[config.mk]
export PLATFORM = sky130hd
export DESIGN_NAME = prog_stream_loader_flat
export DESIGN_NICKNAME = d
export VERILOG_FILES = /design/src/rtl/prog_stream_loader_if.sv /design/src/rtl/prog_stream_loader.sv /design/src/flat_wrapper.sv
export SDC_FILE = /design/constraint.sdc
export NUM_CORES = 1
export LEC_CHECK = 0
export BUFFER_PORTS_ARGS = -buffer_cell sky130_fd_sc_hd__buf_2
export CORE_MARGIN = 5
export CORE_UTILIZATION = 60
export DETAILED_ROUTE_END_ITERATION = 7
export HOLD_SLACK_MARGIN = 0.12
export PLACE_DENSITY = 0.87
export SKIP_CTS_REPAIR_TIMING = 1
export SYNTH_ARGS = -nofsm -noshare
export SYNTH_HDL_FRONTEND = slang
export SYNTH_SLANG_ARGS = --single-unit
[constraint.sdc]
create_clock -name clk -period 3.7 [get_ports clk]
set_clock_uncertainty 0.15 [all_clocks]
set_input_delay 0.74 -clock clk [delete_from_list [all_inputs] [get_ports clk]]
set_output_delay 0.74 -clock clk [all_outputs]
set_load 0.005 [all_outputs]
[src/rtl/prog_stream_loader_if.sv]
// Byte-stream input and program-load output bundle for prog_stream_loader.
// The master modport is the loader itself. The slave modport is the host or
// environment that feeds bytes and observes the program-load port.
interface prog_stream_loader_if;
    logic        rx_valid;
    logic        rx_ready;
    logic [7:0]  rx_data;
    logic        prog_en;
    logic [31:0] prog_addr;
    logic [31:0] prog_data;
    logic        start;
    logic        busy;
    logic        err;

    modport master (
        input  rx_valid, rx_data,
        output rx_ready, prog_en, prog_addr, prog_data, start, busy, err
    );

    modport slave (
        output rx_valid, rx_data,
        input  rx_ready, prog_en, prog_addr, prog_data, start, busy, err
    );
endinterface

[src/rtl/prog_stream_loader.sv]
// Program-stream loader.
// Receives a framed byte stream: MAGIC, a 4-byte LE word count, the LE data
// words, and an XOR checksum byte. Each data word is written to sequential
// instruction-memory addresses. The loader releases start only after a clean
// checksum. Words that were already written stay in memory when the checksum
// fails; the checksum gates start only.
module prog_stream_loader #(
    parameter logic [31:0] BASE_ADDR = 32'h0000_0000,
    parameter int unsigned MAX_WORDS = 4096,
    parameter logic [7:0]  MAGIC     = 8'hA5
) (
    input  logic                 clk,
    input  logic                 rst,
    prog_stream_loader_if.master bus
);

    typedef enum logic [2:0] {
        ST_IDLE = 3'd0,
        ST_LEN  = 3'd1,
        ST_DATA = 3'd2,
        ST_CSUM = 3'd3,
        ST_RUN  = 3'd4,
        ST_ERR  = 3'd5
    } state_t;

    // Running checksum update: XOR of every count and data byte.
    function automatic logic [7:0] csum_update(input logic [7:0] acc, input logic [7:0] b);
        csum_update = acc ^ b;
    endfunction

    state_t      state_r;
    state_t      state_s;

    logic [1:0]  byte_cnt_r;
    logic [31:0] word_idx_r;
    logic [31:0] len_r;
    logic [23:0] len_part_r;
    logic [23:0] word_part_r;
    logic [7:0]  csum_r;

    logic        rx_ready_r;
    logic        prog_en_r;
    logic [31:0] prog_addr_r;
    logic [31:0] prog_data_r;
    logic        start_r;
    logic        busy_r;
    logic        err_r;

    logic        rx_ready_s;
    logic        prog_en_s;
    logic [31:0] prog_addr_s;
    logic [31:0] prog_data_s;
    logic        start_s;
    logic        busy_s;
    logic        err_s;

    logic        fire_s;
    logic        last_byte_s;
    logic        last_word_s;
    logic        len_bad_s;
    logic [31:0] len_full_s;
    logic [31:0] word_full_s;

    // Bytes arrive LSB first, so the newest byte always lands on top.
    assign fire_s      = bus.rx_valid & rx_ready_r;
    assign last_byte_s = (byte_cnt_r == 2'd3);
    assign len_full_s  = {bus.rx_data, len_part_r};
    assign word_full_s = {bus.rx_data, word_part_r};
    assign len_bad_s   = (len_full_s == 32'd0) || (len_full_s > 32'(MAX_WORDS));
    assign last_word_s = (word_idx_r == (len_r - 32'd1));

    // State register.
    always_ff @(posedge clk) begin
        if (rst) begin
            state_r <= ST_IDLE;
        end else begin
            state_r <= state_s;
        end
    end

    // Next-state decode; only an accepted byte moves the frame forward.
    always_comb begin
        state_s = state_r;
        case (state_r)
            ST_IDLE: begin
                if (fire_s && (bus.rx_data == MAGIC)) begin
                    state_s = ST_LEN;
                end else begin
                    state_s = ST_IDLE;
                end
            end
            ST_LEN: begin
                if (fire_s && last_byte_s) begin
                    if (len_bad_s) begin
                        state_s = ST_ERR;
                    end else begin
                        state_s = ST_DATA;
                    end
                end else begin
                    state_s = ST_LEN;
                end
            end
            ST_DATA: begin
                if (fire_s && last_byte_s && last_word_s) begin
                    state_s = ST_CSUM;
                end else begin
                    state_s = ST_DATA;
                end
            end
            ST_CSUM: begin
                if (fire_s) begin
                    if (bus.rx_data == csum_r) begin
                        state_s = ST_RUN;
                    end else begin
                        state_s = ST_ERR;
                    end
                end else begin
                    state_s = ST_CSUM;
                end
            end
            ST_RUN:  state_s = ST_RUN;
            ST_ERR:  state_s = ST_ERR;
            default: state_s = ST_ERR;
        endcase
    end

    // Output decode: next values of the registered outputs, derived from the next state.
    always_comb begin
        rx_ready_s  = 1'b0;
        busy_s      = 1'b0;
        start_s     = 1'b0;
        err_s       = 1'b0;
        prog_en_s   = 1'b0;
        prog_addr_s = prog_addr_r;
        prog_data_s = prog_data_r;
        case (state_s)
            ST_IDLE: begin
                rx_ready_s = 1'b1;
            end
            ST_LEN, ST_DATA, ST_CSUM: begin
                rx_ready_s = 1'b1;
                busy_s     = 1'b1;
            end
            ST_RUN: begin
                start_s = 1'b1;
            end
            ST_ERR: begin
                err_s = 1'b1;
            end
            default: begin
                err_s = 1'b1;
            end
        endcase
        // The write strobe follows the last byte of a word. It uses the
        // current state because the final word's byte also moves the FSM to CSUM.
        if ((state_r == ST_DATA) && fire_s && last_byte_s) begin
            prog_en_s   = 1'b1;
            prog_addr_s = BASE_ADDR + {word_idx_r[29:0], 2'b00};
            prog_data_s = word_full_s;
        end else begin
            prog_en_s   = 1'b0;
        end
    end

    // Output registers.
    always_ff @(posedge clk) begin
        if (rst) begin
            rx_ready_r  <= 1'b0;
            prog_en_r   <= 1'b0;
            prog_addr_r <= BASE_ADDR;
            prog_data_r <= 32'd0;
            start_r     <= 1'b0;
            busy_r      <= 1'b0;
            err_r       <= 1'b0;
        end else begin
            rx_ready_r  <= rx_ready_s;
            prog_en_r   <= prog_en_s;
            prog_addr_r <= prog_addr_s;
            prog_data_r <= prog_data_s;
            start_r     <= start_s;
            busy_r      <= busy_s;
            err_r       <= err_s;
        end
    end

    // Frame datapath: byte counter, count/word packing, word index and checksum. All of them hold while no byte transfers.
    always_ff @(posedge clk) begin
        if (rst) begin
            byte_cnt_r  <= 2'd0;
            word_idx_r  <= 32'd0;
            len_r       <= 32'd0;
            len_part_r  <= 24'd0;
            word_part_r <= 24'd0;
            csum_r      <= 8'd0;
        end else begin
            case (state_r)
                ST_IDLE: begin
                    byte_cnt_r  <= 2'd0;
                    word_idx_r  <= 32'd0;
                    len_r       <= 32'd0;
                    len_part_r  <= 24'd0;
                    word_part_r <= 24'd0;
                    csum_r      <= 8'd0;
                end
                ST_LEN: begin
                    if (fire_s) begin
                        byte_cnt_r <= byte_cnt_r + 2'd1;
                        len_part_r <= len_full_s[31:8];
                        csum_r     <= csum_update(csum_r, bus.rx_data);
                        if (last_byte_s) begin
                            len_r <= len_full_s;
                        end
                    end
                end
                ST_DATA: begin
                    if (fire_s) begin
                        byte_cnt_r  <= byte_cnt_r + 2'd1;
                        word_part_r <= word_full_s[31:8];
                        csum_r      <= csum_update(csum_r, bus.rx_data);
                        if (last_byte_s) begin
                            word_idx_r <= word_idx_r + 32'd1;
                        end
                    end
                end
                default: begin
                    byte_cnt_r <= byte_cnt_r;
                end
            endcase
        end
    end

    assign bus.rx_ready  = rx_ready_r;
    assign bus.prog_en   = prog_en_r;
    assign bus.prog_addr = prog_addr_r;
    assign bus.prog_data = prog_data_r;
    assign bus.start     = start_r;
    assign bus.busy      = busy_r;
    assign bus.err       = err_r;

endmodule

[src/flat_wrapper.sv]
// flat-port wrapper written by rule: the top's interface ports become plain ports
module prog_stream_loader_flat 
#(
    parameter logic [31:0] BASE_ADDR = 32'h0000_0000,
    parameter int unsigned MAX_WORDS = 4096,
    parameter logic [7:0]  MAGIC     = 8'hA5
)
  (clk, rst, bus_rx_valid, bus_rx_data, bus_rx_ready, bus_prog_en, bus_prog_addr, bus_prog_data, bus_start, bus_busy, bus_err);
  prog_stream_loader_if bus_i ();
  input  logic clk;
  input  logic rst;
  input wire logic [$bits(bus_i.rx_valid)-1:0] bus_rx_valid;
  input wire logic [$bits(bus_i.rx_data)-1:0] bus_rx_data;
  output wire logic [$bits(bus_i.rx_ready)-1:0] bus_rx_ready;
  output wire logic [$bits(bus_i.prog_en)-1:0] bus_prog_en;
  output wire logic [$bits(bus_i.prog_addr)-1:0] bus_prog_addr;
  output wire logic [$bits(bus_i.prog_data)-1:0] bus_prog_data;
  output wire logic [$bits(bus_i.start)-1:0] bus_start;
  output wire logic [$bits(bus_i.busy)-1:0] bus_busy;
  output wire logic [$bits(bus_i.err)-1:0] bus_err;
  assign bus_i.rx_valid = bus_rx_valid;
  assign bus_i.rx_data = bus_rx_data;
  assign bus_rx_ready = bus_i.rx_ready;
  assign bus_prog_en = bus_i.prog_en;
  assign bus_prog_addr = bus_i.prog_addr;
  assign bus_prog_data = bus_i.prog_data;
  assign bus_start = bus_i.start;
  assign bus_busy = bus_i.busy;
  assign bus_err = bus_i.err;
  prog_stream_loader #(.BASE_ADDR(BASE_ADDR), .MAX_WORDS(MAX_WORDS), .MAGIC(MAGIC)) u_core (.clk(clk), .rst(rst), .bus(bus_i));
endmodule
# ---- Yosys cells after proc, flatten, opt, wreduce, memory -nomap -nowiden
# Index checks and enable logic that the tools add are counted.
dict set report totals {
  output_inout_bits 69
  mem_bits_rw 0
  ff_bits 192
  latch_bits 0
  wordCells 84
  mem_count 0
  mem_bits_ro 0
  input_bits 11
}
dict set report classes {
  n_mux 26
  n_bitwise 2
  eq_ne 17
  mul 0
  n_shift 0
  div_mod_pow 0
  add_sub_neg 3
  n_lt_le_gt_ge 1
  n_reduce_logical 21
}
# cell count
set op_table {}
lappend op_table {{two-way mux 32 bit} 4}
lappend op_table {{one-hot mux 32 bit (2 select lines)} 2}
lappend op_table {{one-hot mux 24 bit (2 select lines)} 2}
lappend op_table {{two-way mux 24 bit} 2}
lappend op_table {{adder 32 x 1 -> 32 bit, second input constant} 1}
lappend op_table {{== test 32 bit} 1}
lappend op_table {{greater-than comparator 32 x 13 -> 1 bit, second input constant} 1}
lappend op_table {{logical NOT 32 bit} 1}
lappend op_table {{subtractor 32 x 1 -> 32 bit, second input constant} 1}
lappend op_table {{one-hot mux 8 bit (2 select lines)} 1}
lappend op_table {{one-hot mux 3 bit (5 select lines)} 1}
lappend op_table {{== test 3 x 2 -> 1 bit, second input constant} 4}
lappend op_table {{!= test 2 x 1 -> 1 bit, second input constant} 5}
lappend op_table {{two-way mux 3 bit} 3}
lappend op_table {{== test 8 bit} 1}
lappend op_table {{== test 8 bit, second input constant} 1}
lappend op_table {{two-way mux 1 bit} 8}
lappend op_table {{two-way mux 8 bit} 1}
lappend op_table {{XOR 8 bit} 1}
lappend op_table {{== test 3 x 1 -> 1 bit, second input constant} 2}
lappend op_table {{== test 3 bit, second input constant} 2}
lappend op_table {{logical NOT 3 bit} 2}
lappend op_table {{AND reduction 2 bit} 3}
lappend op_table {{AND reduction 3 bit} 2}
lappend op_table {{other kinds (12)} 18}

# ---- Longest topological paths before layout
# Gate-level depths: netlist (run 1).
dict set report logic_depth {
  ltp_word 8
  mapped_depth 9
  ltp_nobuf 9
}

# ---- Worst setup path before layout (run 1)
# Ideal clock, no wire load.
dict set report synth_path {
  path_type {input to register}
  startpoint {input port bus_rx_valid}
  endpoint {register u_core.word_idx_r[19]}
  arrival_time_ns 2.409
  stages 7
  slack_ns 1.070
  cell_sequence {nand3_1 > a2111oi_4 > nand3_1 > or3_1 > buf_2 > or3_1 > a21oi_1}
}
dict set report synth_via {
  elab_chain_cells 3
}
# item line
set synth_lines {}
lappend synth_lines {{start: declaration} flat_wrapper.sv:12} ;# input wire logic [$bits(bus_i.rx_valid)-1:0] bus_rx_valid;
lappend synth_lines {{AND 1 bit} prog_stream_loader.sv:65} ;# assign fire_s = bus.rx_valid & rx_ready_r;
lappend synth_lines {{!= test 2 x 1 -> 1 bit (no line)} n/a}
lappend synth_lines {{AND reduction 3 bit (no line)} n/a}
lappend synth_lines {{end signal: assignment} prog_stream_loader.sv:221} ;# word_idx_r <= word_idx_r + 32'd1;
lappend synth_lines {{end: declaration} prog_stream_loader.sv:35} ;# logic [31:0] word_idx_r;
# Every way passes these cells.
# A chain may end at the register's enable or synchronous reset.

# ---- Worst setup path after layout (run 1)
dict set report layout_path {
  startpoint {register u_core.len_r[0]}
  endpoint {register u_core.state_r[0]}
}
dict set report layout_via {
  elab_chain_cells 5
}
# item line
set layout_lines {}
lappend layout_lines {{start: declaration} prog_stream_loader.sv:36} ;# logic [31:0] len_r;
lappend layout_lines {{start signal: assignment} prog_stream_loader.sv:211} ;# len_r <= len_full_s;
lappend layout_lines {{subtractor 32 x 1 -> 32 bit} prog_stream_loader.sv:70} ;# assign last_word_s = (word_idx_r == (len_r - 32'd1));
lappend layout_lines {{== test 32 bit} prog_stream_loader.sv:70}
lappend layout_lines {{logical AND 1 bit} prog_stream_loader.sv:104} ;# if (fire_s && last_byte_s && last_word_s) begin
lappend layout_lines {{two-way mux 1 bit} prog_stream_loader.sv:104}
lappend layout_lines {{one-hot mux 3 bit (5 select lines)} prog_stream_loader.sv:84} ;# case (state_r)
lappend layout_lines {{end signal: assignment} prog_stream_loader.sv:77} ;# state_r <= state_s;
lappend layout_lines {{end: declaration} prog_stream_loader.sv:31} ;# state_t state_r;
# Every way passes these cells.

==> results of run 1 <==
power breakdown:
part           switching (mW)  total, mW  internal (mW)  leakage [nW]
Combinational          0.0486     0.0597         0.0111          1.57
Sequential           0.000736       2.07           2.07          1.55
Clock                   0.833       1.87           1.04         0.299
Total                   0.883       4.00           3.11          3.41
critical path, stage by stage, from the launching register on:
cell and delay (ns):
dfxtp_1 0.35, inv_1 0.07, ha_1 0.23, nor3b_1 0.43
nand2_1 0.25, nor4_1 0.59, o21ai_0 0.24, o311ai_0 0.19
o22ai_1 0.17, o31ai_2 0.18
state kept, by name (all words and copies together), names as in the netlist, 2 cells and up:
name and count:
u_core.state_r 3, u_core.bus.prog_addr 30, u_core.bus.prog_data 32, u_core.len_part_r 24
u_core.word_part_r 24, u_core.word_idx_r 32, u_core.len_r 32, u_core.byte_cnt_r 2
u_core.csum_r 8
cell type report:
type	count	area, um^2	share of cell area, %
tap	180	225	2.37
multi-input combinational	788	4320	45.4
clock buffer	18	439	4.61
inverter	13	48.8	0.513
sequential	192	3840	40.4
timing repair buffer	87	475	5.00
clock inverter	13	169	1.77
cell usage in the layout (no fill, tap or decap), types with 3 or more instances in the layout:
| cell type | n |
|---|---|
| or3_1 | 7 |
| a211oi_1 | 5 |
| nor3_1 | 14 |
| nor2b_1 | 8 |
| a22oi_1 | 26 |
| ha_1 | 3 |
| o22ai_1 | 4 |
| nor4_1 | 19 |
| and3_1 | 7 |
| clkbuf_16 | 17 |
| inv_6 | 4 |
| buf_2 | 76 |
| buf_4 | 10 |
| nand4_1 | 14 |
| a21o_1 | 3 |
| or4_1 | 6 |
| a21oi_1 | 136 |
| nor2_1 | 82 |
| o31ai_1 | 3 |
| nand3_1 | 78 |
| nand3b_1 | 7 |
| and4_1 | 4 |
| and2_1 | 8 |
| dfxtp_1 | 192 |
| o21ai_0 | 13 |
| xnor2_1 | 38 |
| inv_1 | 13 |
| clkinv_4 | 4 |
| nand2_1 | 213 |
| a31oi_1 | 4 |
| nand2b_1 | 11 |
| xor2_1 | 36 |
layer usage:
metal | vias to the layer above | track usage, % | part of all wire (%)
li1 | 3718 | - | -
met1 | 3543 | 33.4 | 43
met2 | 252 | 40.1 | 48
met3 | 41 | 4.62 | 6.6
met4 | 0 | 8.77 | 2.1
met5 | - | 0 | 0
cells by family after synthesis:
| group | Yosys count | share of synthesized area, % |
|---|---|---|
| and+or+nand+nor | 499 | 27.8 |
| buffers and inverters | 96 | 4.46 |
| muxes | 3 | 0.367 |
| other | 1 | 0.0440 |
| adders and majority gates | 3 | 0.440 |
| AOI/OAI and AO/OA | 207 | 14.2 |
| xor gates and xnor gates | 74 | 7.60 |
| DFF | 192 | 45.1 |
worst max-delay path by stage:
stage / start / end / slack, ns / cells past startpoint
floorplan: bus_rx_valid / u_core.word_idx_r[19]$_SDFFE_PP0P_ / 1.07 / 7
global placement: bus_rx_valid / u_core.word_idx_r[19]$_SDFFE_PP0P_ / 0.72 / 7
detailed placement: bus_rx_valid / u_core.word_idx_r[19]$_SDFFE_PP0P_ / 0.68 / 7
CTS: u_core.len_r[0]$_SDFFE_PP0P_ / u_core.state_r[0]$_SDFF_PP0_ / 0.83 / 9
global route: u_core.len_r[0]$_SDFFE_PP0P_ / u_core.state_r[0]$_SDFF_PP0_ / 0.56 / 9
finish: u_core.len_r[0]$_SDFFE_PP0P_ / u_core.state_r[0]$_SDFF_PP0_ / 0.77 / 9
==> flow_summary.ini, run 1 <==
[synth]
syn_area_mm2 = 0.00853
synth.distinct_cells = 59
synth_top_cell_area_share_pct = 45.1
yosys.area.top_type = dfxtp_1
yosysMostFrequentCell = nand2_1
ys.flop_type = dfxtp_1
synth_enable_flop_cells = 0
netlist_instances = 1075
avgSynthCellArea_um2 = 7.93
synth-seq-area-share_pct = 45.1
ys_async_sr_fraction_pct = 0
synthTopCellsByArea = dfxtp_1 45%, nand2_1 9.4%, a21oi_1 8.0%
ys_top_cells_by_count = 213 x nand2_1, 192 x dfxtp_1, 136 x a21oi_1
yosysWarningCount = 0
ys_ff_latch = 192

[worst_hold_path]
hp-class = flip-flop to flip-flop
worstHoldStart = u_core.bus.prog_addr[13]$_SDFFE_PP0P_
min_to = u_core.bus.prog_addr[13]$_SDFFE_PP0P_
whs_path_depth = 2

[die]
die_y_um = 129
io_pins = 80
core-area_mm2 = 0.0139
rows = 43
die_w_um = 129
start_util_pct = 61.2
dieArea_mm2 = 0.0167

[cts]
cts.sink_count = 192
root_buffer = clkbuf_16
cts_buffer_depth = 2
clock_latency_ns = 0.45
cts-buffers-inserted = 17
clk_pin_slew_ns = 0.07
htree_levels = 4
cts_tree = yes

[global_route]
antenna_found_initial = 0
grt_max_degree = 65
track_usage_pct = 24.8
grt_overflow_total = 0
grt_pass1_vias = 7029
grt_pass1_wl_mm = 33.8

[pwr]
power_density_mw_per_mm2 = 420
peakVddDrop_uv = 313
p_leak_nw = 3.41
finalPower_mw = 4.00

[timing]
drv_slew = 0
slew_headroom_pct = 32.1
worst_pin_slew_ns = 1.02
rsz0062_at_grt = false
hold_viol = 0
fin_tns_setup_ns = 0
setup_slack_ns = 0.775
fmax_mhz = 342
finalCritPeriodShare_pct = 79.1
report.final.setup_viol = 0
period_needed_ns = 2.93
hold_ws_ns = 0.301

[layout]
antennaDiodeCount = 0
syn_to_final_growth_pct = 11.6
final_area_mm2 = 0.00952
instances_no_fill = 1291
nFillCells = 1115
drive_gt1_share_pct = 12.2
fin_util_pct = 68.3
nNetsFinal = 1113

[route]
drcViolationCount = 0
vias = 7554
drt-initial-drc-count = 810
routedWlPerCell_um = 15.7
via_per_inst = 5.85
drt_pass1_iterations = 5
antenna_left = 0
wl_mm = 20.3

[worst_setup_path]
r2r_cells = 9
critPathCaptureType = flip-flop
r2r-end = u_core.state_r[0]$_SDFF_PP0_
crit_required_ns = 3.91
crit_type = flip-flop to flip-flop
r2r_start = u_core.len_r[0]$_SDFFE_PP0P_
r2r_slack_ns = 0.77
cp_max_fo = 6
arrival_ns = 3.13
worstSetupStartpointType = flip-flop

[place]
place_area_mm2 = 0.00891
dp_hpwl_mm = 13.8
gp_congestion = 0.961
place_inst = 1260
portBuffers = 77
dp_slack_ns = 0.677

[job]
drv_cap = 0

[outcome]
status = completed
(Power assumes the default switching activity.)
==> run 2, diff against run 1 <==
--- a/config.mk
+++ b/config.mk
@@ -7,10 +7,10 @@
 export LEC_CHECK = 0
 export BUFFER_PORTS_ARGS = -buffer_cell sky130_fd_sc_hd__buf_2
 export CORE_MARGIN = 5
-export CORE_UTILIZATION = 60
+export CORE_UTILIZATION = 53
 export DETAILED_ROUTE_END_ITERATION = 7
 export HOLD_SLACK_MARGIN = 0.12
-export PLACE_DENSITY = 0.87
+export PLACE_DENSITY = 0.81
 export SKIP_CTS_REPAIR_TIMING = 1
 export SYNTH_ARGS = -nofsm -noshare
 export SYNTH_HDL_FRONTEND = slang
==> constraint.sdc (replaced) <==
create_clock -name clk -period 2.56 [get_ports clk]
set_clock_uncertainty 0.15 [all_clocks]
set_input_delay 0.512 -clock clk [delete_from_list [all_inputs] [get_ports clk]]
set_output_delay 0.512 -clock clk [all_outputs]
set_load 0.005 [all_outputs]
==> flow_summary.ini, run 2 (synthesized netlist as in run 1, its figures left out) <==
[outcome]
status = completed

[cts]
cts_tree = yes
cts_buffer_depth = 2
clk_pin_slew_ns = 0.07
cts.sink_count = 192
clock_latency_ns = 0.45
cts-buffers-inserted = 17
root_buffer = clkbuf_16
htree_levels = 4

[die]
dieArea_mm2 = 0.0187
io_pins = 80
rows = 46
die_y_um = 137
die_w_um = 137
start_util_pct = 53.9
core-area_mm2 = 0.0158

[worst_hold_path]
worstHoldStart = u_core.bus.prog_addr[7]$_SDFFE_PP0P_
hp-class = flip-flop to flip-flop

[route]
wl_mm = 20.9
topRoutingLayerUsed = met4
antenna_left = 0
vias = 7745
drcViolationCount = 0
drt_pass1_iterations = 6
drt-initial-drc-count = 656
wl_met2_mm = 9.55
met1_length_mm = 9.59
wl_met3_mm = 1.20
via_per_inst = 5.61
routedWlPerCell_um = 15.1

[pwr]
clockPowerShare_pct = 44.2
switching_share_pct = 22.7
seqPwrFrac_pct = 53.9
p_leak_nw = 3.66
switchingPower_mw = 1.26
peakVddDrop_uv = 490
power_density_mw_per_mm2 = 555
p_int_mw = 4.28
power_frac_comb_pct = 1.9

[layout]
syn_to_final_growth_pct = 17.0
final_common_cell = nand2_1
nFillCells = 1338
final_cell_mix = 213 x nand2_1, 190 x dfxtp_1, 136 x a21oi_1, 82 x nor2_1, 77 x nand3_1
antennaDiodeCount = 0
nNetsFinal = 1167
final_area_mm2 = 0.00998
drive_gt1_share_pct = 17.0

[global_route]
grt_pass1_vias = 6922
grt_max_degree = 95
grt_pass1_wl_mm = 33.7
grt_overflow_total = 0
antenna_found_initial = 0
track_usage_pct = 22.4

[worst_setup_path]
crit_chain = or4_4 -> or4_4 -> a22oi_2 -> nand4_1 -> nor4_2 -> nand4_1 -> o31ai_2
critPathCaptureType = flip-flop
critPathMaxStageDelay_ns = 0.57
arrival_ns = 2.76
crit_type = flip-flop to flip-flop
slowest_stage = or4_4
crit_path_start = u_core.len_r[2]$_SDFFE_PP0P_
r2r_start = u_core.len_r[2]$_SDFFE_PP0P_
cp_max_fo = 4
crit_required_ns = 2.77
worstSetupStartpointType = flip-flop

[timing]
drv_slew = 0
fmax_mhz = 393
slew_headroom_pct = 44.9
finalCritPeriodShare_pct = 99.4
worst_pin_slew_ns = 0.826
hold_viol = 0
report.final.setup_viol = 0
rsz0062_at_grt = true
hold_ws_ns = 0.301
period_needed_ns = 2.54

[job]
drv_cap = 0

[place]
portBuffers = 77
gp_congestion = 0.946
place_area_mm2 = 0.00937
dp_hpwl_mm = 14.5
[run 2: changes by cell type in the layout (fill, tap and decap cells not counted), moves of 3 or more]
cell	change
clkbuf_1	+3
clkinvlp_4	+4
buf_4	+52
clkinv_4	-4
[run 2: worst paths after layout]
path                                                              to  slack (ns)  depth (start not counted)
worst min-delay path            u_core.bus.prog_addr[7]$_SDFFE_PP0P_        0.30                          2
worst min register to register  u_core.bus.prog_addr[7]$_SDFFE_PP0P_        0.30                          2
worst max register to register          u_core.state_r[0]$_SDFF_PP0_        0.02                          7
worst max-delay path                    u_core.state_r[0]$_SDFF_PP0_        0.02                          7
[run 2: area by class of cell]
cell class                 instances  area [um^2]  area share [%]
clock buffer                      20          437            4.38
timing repair buffer             141          906            9.08
multi-input combinational        788         4370            43.8
clock inverter                    11         96.3           0.966
inverter                          13         48.8           0.489
sequential                       192         3850            38.6
tap                              216          270            2.71
[run 2: layer usage]
metal / global-route usage [%] / vias up
met1: 31.1 / 3645
met5: 0 / -
met3: 4.23 / 40
met4: 8.43 / 0
li1: - / 3840
met2: 34.7 / 220
[run 2: power by group through the flow]
stage	sequential (mW)	combinational, mW	clock (mW)
6_report	2.99	0.105	2.45
5_1_grt	2.98	0.112	2.63
4_1_cts	2.99	0.103	2.48
3_5_place_dp	3.06	0.103	0
3_3_place_gp	3.06	0.104	0
2_1_floorplan	3.06	0.0615	0
[run 2: per-stage QoR]
step,cells,util [%],power [mW],setup WS [ns],setup TNS (ns)
after detailed placement,1348,59.2,3.16,-0.246,-1.68
after floorplan,1076,-,3.12,0.0473,0
after global placement,1348,59.2,3.16,-0.175,-0.890
final,1381,63.0,5.54,0.0162,0
after global routing,1381,63.0,5.73,-0.0630,-0.0630
after CTS,1379,62.6,5.57,-0.164,-0.728
[run 2: worst max-delay path: cells and delay by family (launching register included)]
kind            cells  cell delay, ns
simple gates        5            1.55
flops               1            0.35
compound gates      2            0.42
==> run 3, diff against run 2 <==
--- a/config.mk
+++ b/config.mk
@@ -7,10 +7,10 @@
 export LEC_CHECK = 0
 export BUFFER_PORTS_ARGS = -buffer_cell sky130_fd_sc_hd__buf_2
 export CORE_MARGIN = 5
-export CORE_UTILIZATION = 53
+export CORE_UTILIZATION = 59
 export DETAILED_ROUTE_END_ITERATION = 7
 export HOLD_SLACK_MARGIN = 0.12
-export PLACE_DENSITY = 0.81
+export PLACE_DENSITY = 0.85
 export SKIP_CTS_REPAIR_TIMING = 1
 export SYNTH_ARGS = -nofsm -noshare
 export SYNTH_HDL_FRONTEND = slang
==> constraint.sdc (replaced) <==
create_clock -name clk -period 2.4 [get_ports clk]
set_clock_uncertainty 0.15 [all_clocks]
set_input_delay 0.48 -clock clk [delete_from_list [all_inputs] [get_ports clk]]
set_output_delay 0.48 -clock clk [all_outputs]
set_load 0.005 [all_outputs]
==> flow_summary.ini, run 3 (synthesized netlist as in run 1, its figures left out) <==
[worst_setup_path]
cp_max_fo = 4
worstSetupStartpointType = flip-flop
critPathCaptureType = flip-flop
crit_required_ns = 2.61
arrival_ns = 2.70
crit_chain = or4_4 -> or4_4 -> a22oi_2 -> nand4_1 -> nor4_2 -> nand4_1 -> o31ai_2
critPathMaxStageDelay_ns = 0.56
slowest_stage = or4_4
crit_type = flip-flop to flip-flop

[timing]
rsz0062_at_grt = true
hold_ws_ns = 0.160
hold_viol = 0
finalCritPeriodShare_pct = 104
drv_slew = 0
worst_pin_slew_ns = 0.799
report.final.setup_viol = 1
setup_slack_ns = -0.0983
fin_tns_setup_ns = -0.0983
fmax_mhz = 400
period_needed_ns = 2.50
slew_headroom_pct = 46.7

[place]
dp_hpwl_mm = 14.9
portBuffers = 77
dp_slack_ns = -0.217
gp_congestion = 0.950

[layout]
final_cell_mix = 213 x nand2_1, 189 x dfxtp_1, 135 x a21oi_1, 92 x buf_4, 82 x nor2_1
final_common_cell = nand2_1
multi_input_area_mm2 = 0.00440
seq_area_mm2 = 0.00385
nFillCells = 1070
syn_to_final_growth_pct = 19.8
antennaDiodeCount = 0
nNetsFinal = 1196
drive_gt1_share_pct = 19.3

[die]
rows = 44
core-area_mm2 = 0.0144
die_y_um = 130
io_pins = 80
die_w_um = 130
start_util_pct = 59.3
dieArea_mm2 = 0.0170

[route]
vias = 8021
drcViolationCount = 0
wl_mm = 22.4
drt_pass1_iterations = 5
drt-initial-drc-count = 700
via_per_inst = 5.82
antenna_left = 0
routedWlPerCell_um = 16.3

[outcome]
status = complete, but fails checks
violations = setup timing

[pwr]
power_density_mw_per_mm2 = 604
finalPower_mw = 6.18
peakVddDrop_uv = 415
p_leak_nw = 3.83

[cts]
htree_levels = 4
cts-buffers-inserted = 17
root_buffer = clkbuf_16
cts.sink_count = 192
clk_pin_slew_ns = 0.07
clock_latency_ns = 0.43
cts_tree = yes
cts_buffer_depth = 2

[global_route]
track_usage_pct = 25.6
grt_pass1_vias = 7271
grt_overflow_total = 0
antenna_found_initial = 0
grt_max_degree = 75
grt_pass1_wl_mm = 34.8

[job]
drv_cap = 0

[worst_hold_path]
hp-class = primary input to flip-flop
==> run 3: cell count changes in the layout (fill, tap and decap cells not counted), moves of 2 or more <==
cell        before  now
buf_12           3    1
buf_4           62   92
bufinv_16        0    2
clkbuf_1         3    1
clkinvlp_4       4    2
inv_8            2    4
nand3_4          0    2
==> run 3: area by class of cell <==
type	instances	share of cell area (%)
multi-input cells	789	43.1
flip-flops and latches	192	37.7
repair buffers	169	10.7
clock buffers	18	4.20
well taps	184	2.25
clock inverters	14	1.65
inverters	13	0.478
==> run 3: critical path, delay by kind of cell (launching register included) <==
family | cells | cell delay (ns)
AOI/OAI and AO/OA | 2 | 0.41
and+or+nand+nor | 5 | 1.54
DFF | 1 | 0.33
==> run 3: worst paths after layout <==
check / startpoint / to / slack, ns / cells past startpoint
setup / recovery: u_core.len_r[2]$_SDFFE_PP0P_ / u_core.state_r[0]$_SDFF_PP0_ / -0.1 / 7
hold / removal: rst / u_core.len_r[14]$_SDFFE_PP0P_ / 0.16 / 2
setup reg to reg: u_core.len_r[2]$_SDFFE_PP0P_ / u_core.state_r[0]$_SDFF_PP0_ / -0.1 / 7
hold reg to reg: u_core.bus.prog_data[1]$_SDFFE_PP0P_ / u_core.bus.prog_data[1]$_SDFFE_PP0P_ / 0.30 / 2
==> run 3: metal layers <==
layer / wire length [um] / up-vias / track usage (%)
met5: 0 / - / 0
met4: 641 / 0 / 10.8
met3: 1580 / 43 / 4.95
met2: 10700 / 311 / 41.2
met1: 9480 / 3772 / 33.7
li1: - / 3895 / -
==> run 3: where the power goes <==
group,internal (mW),switching (mW),total (mW),leakage [nW]
clock,1.58,1.31,2.88,0.290
combinational,0.0281,0.0803,0.108,1.99
sequential,3.18,0.00127,3.19,1.55
total,4.79,1.39,6.18,3.83
==> run 3: per-stage QoR <==
step                cells  instance area [um^2]  util (%)
floorplan            1076                  8530         -
global placement     1344                  9520      66.3
detailed placement   1344                  9520      66.3
CTS                  1376                 10100      70.4
global route         1379                 10200      71.1
finish               1379                 10200      71.1
